## src/rtl/pwqe_slot_mgr.sv

```systemverilog
`default_nettype none
// ============================================================================
// Module   : pwqe_slot_mgr
// Purpose  : Station-buffer slot allocator. Fills FREE slots from the WQE FIFO
//            and tracks each slot through READY / INFLIGHT / writeback.
// Revision : 1.0 - initial release
// ============================================================================
module pwqe_slot_mgr #(
   parameter int WQE_WIDTH           = 512,
   parameter int PWQE_SLOT_NUM       = 4,
   parameter int PWQE_BUF_ADDR_WIDTH = 2
) (
   input  logic                             sys_clk,
   input  logic                             sys_rst,
   input  logic                             i_fill_en,
   input  logic                             i_bs_wqe_empty,
   output logic                             o_bs_wqe_ren,
   input  logic [WQE_WIDTH-1:0]             i_bs_wqe_rdata,
   output logic                             o_wen_0,
   output logic [PWQE_BUF_ADDR_WIDTH-1:0]   o_addr_0,
   output logic [WQE_WIDTH-1:0]             o_din_0,
   output logic [PWQE_SLOT_NUM-1:0]         o_slot_status,
   input  logic                             i_issue,
   input  logic [PWQE_BUF_ADDR_WIDTH-1:0]   i_issue_addr,
   input  logic                             i_wb,
   input  logic [PWQE_BUF_ADDR_WIDTH-1:0]   i_wb_addr,
   input  logic                             i_wb_last,
   output logic [PWQE_BUF_ADDR_WIDTH:0]     o_free_cnt,
   output logic                             o_full,
   output logic                             o_err
);

   localparam logic [1:0] c_free     = 2'd0;
   localparam logic [1:0] c_filling  = 2'd1;
   localparam logic [1:0] c_ready    = 2'd2;
   localparam logic [1:0] c_inflight = 2'd3;
   localparam int         c_cnt_w    = PWQE_BUF_ADDR_WIDTH + 1;

   typedef enum logic [1:0] {
      S_IDLE = 2'd0,
      S_RD   = 2'd1,
      S_WR   = 2'd2
   } fill_state_t;

   fill_state_t                      r_state;
   logic [1:0]                       r_slot     [PWQE_SLOT_NUM];
   logic [1:0]                       w_slot_nxt [PWQE_SLOT_NUM];
   logic [PWQE_BUF_ADDR_WIDTH-1:0]   r_addr;
   logic [PWQE_BUF_ADDR_WIDTH-1:0]   w_sel;
   logic                             r_ren;
   logic                             r_wen;
   logic                             r_err;
   logic [PWQE_SLOT_NUM-1:0]         r_status;
   logic [c_cnt_w-1:0]               r_free_cnt;
   logic [c_cnt_w-1:0]               w_free_nxt;
   logic                             w_free_any;
   logic                             w_start;
   logic                             w_alloc;
   logic                             w_done;
   logic                             w_same;
   logic                             w_iss_ok;
   logic                             w_wb_ok;
   logic                             w_err_evt;

   // Lowest-index FREE slot, judged on pre-edge state so a slot released by
   // writeback this cycle is only eligible from the next cycle.
   always_comb begin
      w_free_any = 1'b0;
      w_sel      = '0;
      for (int i = PWQE_SLOT_NUM - 1; i >= 0; i--) begin
         if (r_slot[i] == c_free) begin
            w_free_any = 1'b1;
            w_sel      = PWQE_BUF_ADDR_WIDTH'(i);
         end
      end
   end

   assign w_start   = i_fill_en & ~i_bs_wqe_empty & w_free_any;
   assign w_alloc   = ((r_state == S_IDLE) || (r_state == S_WR)) && w_start;
   assign w_done    = (r_state == S_WR);

   assign w_same    = i_issue & i_wb & (i_issue_addr == i_wb_addr);
   assign w_iss_ok  = i_issue & ~w_same & (r_slot[i_issue_addr] == c_ready);
   assign w_wb_ok   = i_wb & ~w_same & (r_slot[i_wb_addr] == c_inflight);
   assign w_err_evt = w_same
                    | (i_issue & ~w_same & ~w_iss_ok)
                    | (i_wb & ~w_same & ~w_wb_ok);

   always_comb begin
      w_free_nxt = '0;
      for (int i = 0; i < PWQE_SLOT_NUM; i++) begin
         w_slot_nxt[i] = r_slot[i];
         if (w_alloc && (w_sel == PWQE_BUF_ADDR_WIDTH'(i)))
            w_slot_nxt[i] = c_filling;
         if (w_done && (r_addr == PWQE_BUF_ADDR_WIDTH'(i)))
            w_slot_nxt[i] = c_ready;
         if (w_iss_ok && (i_issue_addr == PWQE_BUF_ADDR_WIDTH'(i)))
            w_slot_nxt[i] = c_inflight;
         if (w_wb_ok && (i_wb_addr == PWQE_BUF_ADDR_WIDTH'(i)))
            w_slot_nxt[i] = i_wb_last ? c_free : c_ready;
         if (w_slot_nxt[i] == c_free)
            w_free_nxt = w_free_nxt + c_cnt_w'(1);
      end
   end

   always_ff @(posedge sys_clk or posedge sys_rst) begin
      if (sys_rst) begin
         for (int i = 0; i < PWQE_SLOT_NUM; i++)
            r_slot[i] <= c_free;
         r_status   <= '0;
         r_free_cnt <= c_cnt_w'(PWQE_SLOT_NUM);
         r_err      <= 1'b0;
      end else begin
         for (int i = 0; i < PWQE_SLOT_NUM; i++) begin
            r_slot[i]   <= w_slot_nxt[i];
            r_status[i] <= (w_slot_nxt[i] == c_ready);
         end
         r_free_cnt <= w_free_nxt;
         if (w_err_evt)
            r_err <= 1'b1;
      end
   end

   // Fill FSM: RD pops the FIFO, WR writes the popped word one cycle later.
   always_ff @(posedge sys_clk or posedge sys_rst) begin
      if (sys_rst) begin
         r_state <= S_IDLE;
         r_ren   <= 1'b0;
         r_wen   <= 1'b0;
         r_addr  <= '0;
      end else begin
         case (r_state)
            S_IDLE: begin
               if (w_start) begin
                  r_state <= S_RD;
                  r_ren   <= 1'b1;
                  r_addr  <= w_sel;
               end
            end
            S_RD: begin
               r_state <= S_WR;
               r_ren   <= 1'b0;
               r_wen   <= 1'b1;
            end
            S_WR: begin
               r_wen <= 1'b0;
               if (w_start) begin
                  r_state <= S_RD;
                  r_ren   <= 1'b1;
                  r_addr  <= w_sel;
               end else begin
                  r_state <= S_IDLE;
               end
            end
            default: begin
               r_state <= S_IDLE;
               r_ren   <= 1'b0;
               r_wen   <= 1'b0;
            end
         endcase
      end
   end

   assign o_bs_wqe_ren  = r_ren;
   assign o_wen_0       = r_wen;
   assign o_addr_0      = r_addr;
   assign o_din_0       = i_bs_wqe_rdata;
   assign o_slot_status = r_status;
   assign o_free_cnt    = r_free_cnt;
   assign o_full        = (r_free_cnt == '0);
   assign o_err         = r_err;

endmodule
`default_nettype wire

```

## config.mk

```make
export PLATFORM = sky130hd
export DESIGN_NAME = pwqe_slot_mgr
export DESIGN_NICKNAME = d
export VERILOG_FILES = /design/src/rtl/pwqe_slot_mgr.sv
export SDC_FILE = /design/constraint.sdc
export NUM_CORES = 1
export LEC_CHECK = 0
export CAP_MARGIN = 15
export CORE_AREA = 5 5 409 411
export DETAILED_ROUTE_END_ITERATION = 16
export DIE_AREA = 0 0 414 416
export GPL_ROUTABILITY_DRIVEN = 0
export PLACE_DENSITY = 0.3
export SLEW_MARGIN = 20
export SYNTH_ARGS = -nofsm -noshare
export SYNTH_HDL_FRONTEND = slang
export SYNTH_SLANG_ARGS = --single-unit
```

## constraint.sdc

```tcl
create_clock -name sys_clk -period 2.8 [get_ports sys_clk]
set_input_delay 0.42 -clock sys_clk [delete_from_list [all_inputs] [get_ports sys_clk]]
set_output_delay 0.42 -clock sys_clk [all_outputs]
set_load 0.05 [all_outputs]
```

==> out/qor.csv <==
metric,value,unit
status,"complete, no violations",
fillers,19700,
ys_seq_area_share,10.6,%
root_buffer,clkbuf_16,
nets,727,
tightestPinTransition,0.723,ns
synth_nets,1179,
cts_inserted_buffers,3,
finalHoldViolCount,0,
grt_overflow_total,0,
leakage,0.922,nW
slew_violations,0,
postSynthAreaPerCell,7.94,sq um
cap_viol_max_count,0,
dr_total_vias,2360,
synth_edf_count,0,
placed_cells,2384,
worstSetupPathType,in -> reg,
yosys.area.top_type,buf_4,
cp_max_fo,3,
worstPathArrival,2.82,ns
vias_per_cell,0.987,
netlist_area,0.00518,sq mm
die_h,416,microns
clock-sinks,22,
antenna_found_initial,1,
syn_inst,653,
fp.coreArea,0.164,sq mm
powerDensity,514,mW/mm^2
io_pins,1048,
maxSlewHeadroom,51.7,%
critPathLaunchType,input pin,
path_clk_slew,0.06,ns
setup_viol,0,
hp-class,in -> async,
htreeDepth,1,
layout_min_cycle_time,2.68,ns
grt_first_pass_wirelength,85000,microns
port_buffers,23,
clk_latency,0.26,ns
finClkSkew,0.00508,ns
cts_tree,built,
yosys.cell_types.count,48,
fin_hold_ws,0.401,ns
routed_wl,79000,microns
layout.cells.non_filler,2390,
dieArea,0.172,sq mm
first_pass_iters,4,
drive_gt1_share,32.5,%
rsz0062_at_grt,false,
drc,0,
fmax,374,MHz
clock_path_buffers,2,
design_area,0.00476,sq mm
postRouteAntennaNets,0,
synth-seq-cells,22,
crit_required,2.94,ns
hpwl,76000,microns
drtIter0Drc,92,
netlist_top_cells_area,"buf_4, dfrtp_1, a21oi_1",
yosys_warnings,0,
r2r_slack,0.34,ns
utilization,2.91,%
placed_area,0.00457,sq mm
start_util,3.17,%
total_power,0.00245,W
rows,149,
die_w,414,microns
grt_util_all_layers,8.69,%
fin_crit_sh,95.6,%
grt_max_degree,20,
grt_pass1_vias,2380,
ys.flop_type,dfrtp_1,
area_delta_synth_final,-8.18,%
async_flop_share,100,%
vdd_drop_max,0.236,mV
wire_per_inst,33.1,microns
yosysTopAreaCellShare,74.1,%
cp-end-kind,register,
sequential cells by signal (all words and copies together), names as in the netlist:
signal / count
r_slot: 8
o_slot_status: 4
o_free_cnt: 3
o_addr_0: 2
r_state: 2
o_bs_wqe_ren: 1
o_err: 1
o_wen_0: 1
Yosys cell counts (2+ instances only):
library cell	number
a21oi_1	12
nand3b_1	3
a31oi_1	2
inv_1	8
and3_1	2
o22ai_1	3
o21ai_0	10
nor2b_1	5
nor4bb_1	2
dfrtp_1	21
clkbuf_1	4
mux2_2	3
a21o_1	2
ha_1	3
nor3_1	3
nand2_1	7
buf_4	512
nand3_1	6
nor2_1	15
xnor2_1	2
cell families after synthesis:
kind of cell,count (synthesis),share of synthesized area [%]
muxes,6,1.35
AOI/OAI and AO/OA,43,5.89
and+or+nand+nor,50,5.26
adders and majority gates,3,0.724
buffers and inverters,524,75.0
DFF,22,10.6
xor gates and xnor gates,5,1.13
metrics by stage:
| stage | TNS, ns | setup WS [ns] |
|---|---|---|
| after global routing | 0 | 0.0348 |
| after CTS | 0 | 0.00251 |
| after global placement | -1.43 | -0.633 |
| after detailed placement | -1.44 | -0.630 |
| final | 0 | 0.123 |
| after floorplan | 0 | 0.0699 |
final cells by class:
type | count | area (sq um) | share of cell area [%]
diodes | 1 | 2.50 | 0.0526
clock buffers | 3 | 75.1 | 1.58
clock inverters | 1 | 30.0 | 0.631
inverters | 8 | 30.0 | 0.631
multi-input cells | 107 | 818 | 17.2
flip-flops and latches | 22 | 552 | 11.6
well taps | 2189 | 2740 | 57.5
repair buffers | 59 | 514 | 10.8
per-layer routing:
| metal | share of wire [%] | track usage [%] | wire length [microns] | vias to the layer above |
|---|---|---|---|---|
| li1 | - | - | - | 637 |
| met1 | 13 | 3.17 | 10000 | 889 |
| met2 | 45 | 13.5 | 35300 | 746 |
| met3 | 41 | 17.5 | 32700 | 78 |
| met4 | 0.85 | 0.714 | 669 | 10 |
| met5 | 0.38 | 1.14 | 297 | - |
worst max-delay path, cell delays in order:
cell and delay [ns]:
dlygate4sd2_1 0.30, xnor2_4 0.20, a211o_4 0.37, o32ai_4 0.30, nor3_2 0.07, a21o_1 0.20, ha_4 0.28, xor2_2 0.15
ha_1 0.25, mux2_4 0.26
power breakdown:
part	leakage (nW)	switching [W]	total [W]	internal (W)
logic	0.610	0.000796	0.00138	0.000581
registers	0.261	0.000207	0.000660	0.000453
clock network	0.0511	0.000124	0.000409	0.000284
total	0.922	0.00113	0.00245	0.00132
layout by cell type (no fill, tap or decap), drive strengths merged, types with 2 or more instances in the layout:
| master | n |
|---|---|
| a21oi | 12 |
| nor3 | 3 |
| nor2b | 5 |
| a21o | 2 |
| nor2 | 15 |
| dlygate4sd2 | 5 |
| ha | 3 |
| clkbuf | 3 |
| and3 | 2 |
| a31o | 2 |
| a31oi | 3 |
| nand3b | 3 |
| clkdlybuf4s50 | 16 |
| inv | 8 |
| xor2 | 2 |
| nor3b | 2 |
| a32oi | 2 |
| nand2 | 7 |
| nand3 | 6 |
| dfrtp | 21 |
| xnor2 | 3 |
| buf | 37 |
| nor4bb | 2 |
| o22ai | 3 |
| mux2 | 5 |
| o21ai | 10 |
worst paths after layout:
| path | startpoint | endpoint | cells after the start |
|---|---|---|---|
| min in group sys_clk | o_wen_0 | o_wen_0 | 2 |
| worst max register to register | r_state[0] | o_free_cnt[1] | 9 |
| worst min register to register | o_wen_0 | o_wen_0 | 2 |
| worst max-delay path | i_issue_addr[0] | o_free_cnt[1] | 10 |
| max in group asynchronous | sys_rst | r_slot[5] | 3 |
| worst min-delay path | sys_rst | o_free_cnt[1] | 2 |
timing repair:
item / in CTS / in global routing
endpoints found under the setup margin: 3 / 1
setup buffers: 0 / 1
hold buffers: 0 / 0
gates resized for setup: 16 / 3
pin swaps: 6 / 6
Power figures use the tool's default switching activity.
